$ cat config.mk
export PLATFORM = sky130hd
export DESIGN_NAME = matmul3_unit
export DESIGN_NICKNAME = d
export VERILOG_FILES = /design/src/rtl/nn_pkg.sv /design/src/rtl/mac_acc.sv /design/src/rtl/matmul3_unit.sv
export SDC_FILE = /design/constraint.sdc
export NUM_CORES = 2
export LEC_CHECK = 0
export BUFFER_PORTS_ARGS = -buffer_cell sky130_fd_sc_hd__buf_2
export CORE_ASPECT_RATIO = 0.75
export CORE_UTILIZATION = 45
export DETAILED_ROUTE_END_ITERATION = 6
export SLEW_MARGIN = 40
export SYNTH_ARGS = -nofsm -noshare
export SYNTH_HDL_FRONTEND = slang
export SYNTH_SLANG_ARGS = --single-unit
$ cat constraint.sdc
create_clock -name clk -period 26.6 [get_ports clk]
set_clock_uncertainty 0.15 [all_clocks]
set_input_delay 1.33 -clock clk [delete_from_list [all_inputs] [get_ports clk]]
set_output_delay 1.33 -clock clk [all_outputs]
set_load 0.005 [all_outputs]
$ cat src/rtl/nn_pkg.sv
// Shared types, widths and helpers for the dense matmul stages.
// Holds the Q16.16 format constants, FSM state enum and sat32().
package nn_pkg;

    localparam int DATA_W    = 32;
    localparam int ADDR_W    = 16;
    localparam int FRAC_BITS = 16;
    localparam int SAT_ACC_W = 72;

    typedef enum logic [1:0] {
        IDLE,
        MAC,
        WRITE,
        DONE
    } state_t;

    // Scale a wide Q32.32 sum back to Q16.16 and clamp.
    // The shift floors toward -inf; the value fits in 32 bits
    // only when bits [71:31] are all copies of the sign.
    function automatic logic [DATA_W-1:0] sat32(
        input logic signed [SAT_ACC_W-1:0] acc
    );
        logic signed [SAT_ACC_W-1:0] sh;
        sh = acc >>> FRAC_BITS;
        if (!sh[SAT_ACC_W-1] && (|sh[SAT_ACC_W-2:DATA_W-1]))
            return 32'h7FFF_FFFF;
        else if (sh[SAT_ACC_W-1] && !(&sh[SAT_ACC_W-2:DATA_W-1]))
            return 32'h8000_0000;
        else
            return sh[DATA_W-1:0];
    endfunction

endpackage

$ cat src/rtl/mac_acc.sv
// Signed 32x32 multiply-accumulate with clear and Q16.16 saturated result.
// Ports: clk, rst, en (accumulate), clr (zero acc), a, b, result.
module mac_acc
    import nn_pkg::*;
#(
    parameter int ACC_WIDTH = 72
) (
    input  logic              clk,
    input  logic              rst,
    input  logic              en,
    input  logic              clr,
    input  logic [DATA_W-1:0] a,
    input  logic [DATA_W-1:0] b,
    output logic [DATA_W-1:0] result
);

    logic signed [2*DATA_W-1:0]  prod;
    logic signed [ACC_WIDTH-1:0] prod_ext;
    logic signed [ACC_WIDTH-1:0] acc;

    assign prod     = $signed(a) * $signed(b);
    assign prod_ext = {{(ACC_WIDTH-2*DATA_W){prod[2*DATA_W-1]}}, prod};

    always_ff @(posedge clk) begin
        if (rst)
            acc <= '0;
        else if (clr)
            acc <= '0;
        else if (en)
            acc <= acc + prod_ext;
    end

    // Sign-extend to the helper's fixed width before shifting.
    assign result = sat32(SAT_ACC_W'(acc));

endmodule

$ cat src/rtl/matmul3_unit.sv
// Layer-3 dense stage: out[j] = sat32(sum_i relu2[i]*W3[i][j] >>> 16).
// Ports: clk, rst, start, relu2/weight read ports, out write port, busy, done.
module matmul3_unit
    import nn_pkg::*;
#(
    parameter int IN_SIZE   = 64,
    parameter int OUT_SIZE  = 10,
    parameter int ACC_WIDTH = 72
) (
    input  logic              clk,
    input  logic              rst,
    input  logic              start,
    output logic [ADDR_W-1:0] relu2_read_addr,
    input  logic [DATA_W-1:0] relu2_data,
    output logic [ADDR_W-1:0] weight_addr,
    input  logic [DATA_W-1:0] weight_data,
    output logic [ADDR_W-1:0] out_write_addr,
    output logic [DATA_W-1:0] out_data,
    output logic              out_write_enable,
    output logic              busy,
    output logic              done
);

    state_t            state;
    state_t            state_n;
    logic [ADDR_W-1:0] i;
    logic [ADDR_W-1:0] j;
    logic [ADDR_W-1:0] waddr;
    logic              i_last;
    logic              j_last;
    logic              mac_en;
    logic              acc_clr;
    logic [DATA_W-1:0] result;

    assign i_last = (i == ADDR_W'(IN_SIZE - 1));
    assign j_last = (j == ADDR_W'(OUT_SIZE - 1));

    mac_acc #(
        .ACC_WIDTH(ACC_WIDTH)
    ) u_mac (
        .clk   (clk),
        .rst   (rst),
        .en    (mac_en),
        .clr   (acc_clr),
        .a     (relu2_data),
        .b     (weight_data),
        .result(result)
    );

    always_comb begin
        state_n = state;
        mac_en  = 1'b0;
        acc_clr = 1'b0;
        unique case (state)
            IDLE: begin
                if (start)
                    state_n = MAC;
            end
            MAC: begin
                mac_en = 1'b1;
                if (i_last)
                    state_n = WRITE;
            end
            WRITE: begin
                acc_clr = 1'b1;
                state_n = j_last ? DONE : MAC;
            end
            DONE: begin
                state_n = IDLE;
            end
            default: begin
                state_n = IDLE;
            end
        endcase
    end

    // waddr tracks i*OUT_SIZE+j by stepping a row per MAC
    // and reloading the next column base after each write.
    always_ff @(posedge clk) begin
        if (rst) begin
            state <= IDLE;
            i     <= '0;
            j     <= '0;
            waddr <= '0;
        end else begin
            state <= state_n;
            unique case (state)
                IDLE: begin
                    i     <= '0;
                    j     <= '0;
                    waddr <= '0;
                end
                MAC: begin
                    i     <= i + 1'b1;
                    waddr <= waddr + ADDR_W'(OUT_SIZE);
                end
                WRITE: begin
                    i     <= '0;
                    j     <= j + 1'b1;
                    waddr <= j + 1'b1;
                end
                DONE: begin
                    j     <= '0;
                    waddr <= '0;
                end
                default: begin
                    i     <= '0;
                    j     <= '0;
                    waddr <= '0;
                end
            endcase
        end
    end

    always_comb begin
        relu2_read_addr  = '0;
        weight_addr      = '0;
        out_write_addr   = '0;
        out_data         = '0;
        out_write_enable = 1'b0;
        if (state == MAC) begin
            relu2_read_addr = i;
            weight_addr     = waddr;
        end
        if (state == WRITE) begin
            out_write_enable = 1'b1;
            out_write_addr   = j;
            out_data         = result;
        end
    end

    assign busy = (state != IDLE);
    assign done = (state == DONE);

endmodule

==> impl_metrics.toml <==
[cts]
htreeDepth = 4
ctsHoldBuffers = 0
cts_setup_buffers = 0
path_clk_slew_ns = 0.06
cts_buffers = 17
ctsResizeCount = 0
cts_sinks = 122
insertion_delay_ns = 0.45
cts_root_buffer = "clkbuf_16"
cts_buffer_depth = 2
cts_tree = "done"

[detailed_routing]
route.detailed.drc = 0
routed.top_layer = "met5"
first_pass_iters = 6
wl_per_cell_um = 19.8
vias = 34000
wirelength_um = 130000
wl_met1_um = 63800
dr_wl_met2_um = 49300
drtAntennaViolNets = 0
initialDrtViolationCount = 2473
wl_met3_um = 16100
via_per_inst = 5.16

[finish]
layout-drive-gt1-share = 0.0482
nets = 6773
area_delta_synth_final_pct = 5.25
num_antenna_cells = 0
final_cells = 6594

[flow_run]
maxCapViolations = 0

[global_route]
antenna_found_initial = 2
overflow = 0
grt_max_degree = 42
grt_pass1_wl_um = 214000
track_usage = 0.259
grt_pass1_vias = 36800

[critical_path]
cp_common_cell = "fa_1"
crit_arrival_ns = 10.01
critPathKind = "primary input to flip-flop"
required_ns = 26.76
critical_path.max_stage_delay_ns = 0.70
cp-end-kind = "flip-flop"
crit_slowest_cell = "a211oi_1"
cp_top_family = "adder cells"
worstPathBufferInverterCount = 6
crit_path_start_kind = "primary input"
crit_path_max_fanout = 32

[synthesis]
synth.ff_latch_count = 122
yosysTopAreaCellShare = 0.540
synth_edf_count = 0
synth_ff_type = "dfxtp_1"
synth_area_leaders = "fa_1, inv_1, nand2_1"
ys_async_sr_fraction = 0
synthesis.nets = 6832
yosysWarnings = 0
synth_most_common_cell = "inv_1"
yosys.cell_types.count = 78
syn-instance-count = 5236
synth_top_cell_by_area = "fa_1"
netlist_top_cells_count = "inv_1, fa_1, nand2_1"
ys_seq_area_frac = 0.0513
synth_area_mm2 = 0.0476
avgSynthCellArea_um2 = 9.10

[floorplan]
pin_count = 150
die_area_mm2 = 0.107
die_w_um = 378
die_h_um = 284
start_util = 0.458
core_mm2 = 0.104
num_rows = 102

[worst_hold_path]
hold_class = "flip-flop to flip-flop"

[timing]
maxSlewHeadroom = 0.338
min_period_ns = 9.84
whs_ns = 0.334
worst_pin_slew_ns = 0.984
fin_setup_tns_ns = 0
setup_viol = 0
hold_viol_final = 0
rsz0062_at_grt = "no"
fmax_ghz = 0.102
fin_crit_sh = 0.370
maxSlewViolCount = 0

[place]
portBuffers = 149
hpwlAfterDp_um = 109000
place_inst = 6562
gpl.final_weighted_congestion = 0.922

[run_status]
status = "completed"
==> worst register-to-register path: stages (launching register included) <==
cell     delay (ns)
dfxtp_1        0.35
inv_1          0.11
fa_1           0.53
fa_1           0.55
inv_1          0.05
fa_1           0.54
fa_1           0.61
inv_1          0.07
fa_1           0.52
inv_1          0.06
fa_1           0.64
inv_1          0.08
fa_1           0.48
inv_1          0.05
fa_1           0.54
ha_1           0.41
a21oi_1        0.24
o21ai_0        0.20
a31o_2         0.30
o21ai_0        0.60
nand3_1        0.43
a31oi_1        0.31
o31ai_1        0.13
xnor2_1        0.27
o21ai_0        0.11
==> kinds of logic (layout without fill, tap and decap cells) <==
kind of cell,Yosys count,count (layout),synth area share
DFF,122,122,0.0513
and+or+nand+nor,1498,1498,0.143
AOI/OAI and AO/OA,362,362,0.0488
xor gates and xnor gates,113,113,0.0208
muxes,33,33,0.00694
buffers and inverters,1579,1533,0.125
adders and majority gates,1529,1529,0.604
==> final timing paths <==
check | from | cells after the start | slack, ns | end
worst max register to register | u_mac.acc[26] | 24 | 18.13 | u_mac.acc[57]
worst min-delay path | u_mac.acc[14] | 2 | 0.33 | u_mac.acc[14]
worst max-delay path | weight_data[1] | 25 | 16.76 | u_mac.acc[60]
worst min register to register | u_mac.acc[14] | 2 | 0.33 | u_mac.acc[14]
==> registers in the layout, summed over array words and instances, names as in the netlist <==
register / cells
waddr: 16
j: 16
i: 16
state: 2
u_mac.acc: 72
==> routing by layer <==
metal | track usage | up-vias
li1 | - | 15000
met1 | 0.418 | 17500
met2 | 0.334 | 1419
met3 | 0.0893 | 71
met4 | 0.0324 | 2
met5 | 0 | -
==> through the flow <==
| step | worst slack, ns | utilization | area (um2) |
|---|---|---|---|
| after floorplan | 16.41 | - | 47600 |
| after global placement | 16.37 | 0.475 | 49400 |
| after detailed placement | 16.33 | 0.476 | 49500 |
| after CTS | 16.78 | 0.482 | 50100 |
| after global routing | 16.27 | 0.482 | 50100 |
| final | 16.76 | 0.482 | 50100 |
==> final cells by class <==
type	instances	area, um2
fillers	9955	53900
multi-input cells	3535	39300
inverters	1315	4940
flip-flops and latches	122	2440
well taps	1404	1760
repair buffers	186	1070
clock buffers	21	470
clock inverters	11	180
==> placed cells by master, fill, tap and decap left out, types with 4 or more instances in the layout <==
cell / netlist / routed
inv_1: 1314 / 1311
fa_1: 1284 / 1283
nand2_1: 855 / 854
and2_1: 300 / 300
ha_1: 245 / 243
nor2_1: 159 / 158
buf_2: 3 / 144
dfxtp_1: 122 / 122
a21oi_1: 108 / 108
o21ai_0: 80 / 80
xnor2_1: 73 / 73
nand3_1: 40 / 40
xor2_1: 40 / 40
buf_4: 2 / 38
o21a_1: 36 / 36
mux2i_1: 33 / 33
nand4_1: 31 / 31
a21o_1: 28 / 28
nor3_1: 25 / 25
a22oi_1: 18 / 18
o21bai_1: 19 / 18
clkbuf_16: 0 / 17
nor2b_1: 15 / 14
and3_1: 13 / 13
nand2b_1: 12 / 12
nor4_1: 11 / 11
or3_1: 10 / 10
a31oi_1: 10 / 9
a211oi_1: 8 / 8
o31ai_1: 7 / 7
o211ai_1: 6 / 6
and4_1: 4 / 4
bufinv_16: 0 / 4
inv_6: 0 / 4
Power is left out: the tool's default activity adds up to more than one toggle a clock period on the data nets, which glitch-free logic cannot reach.
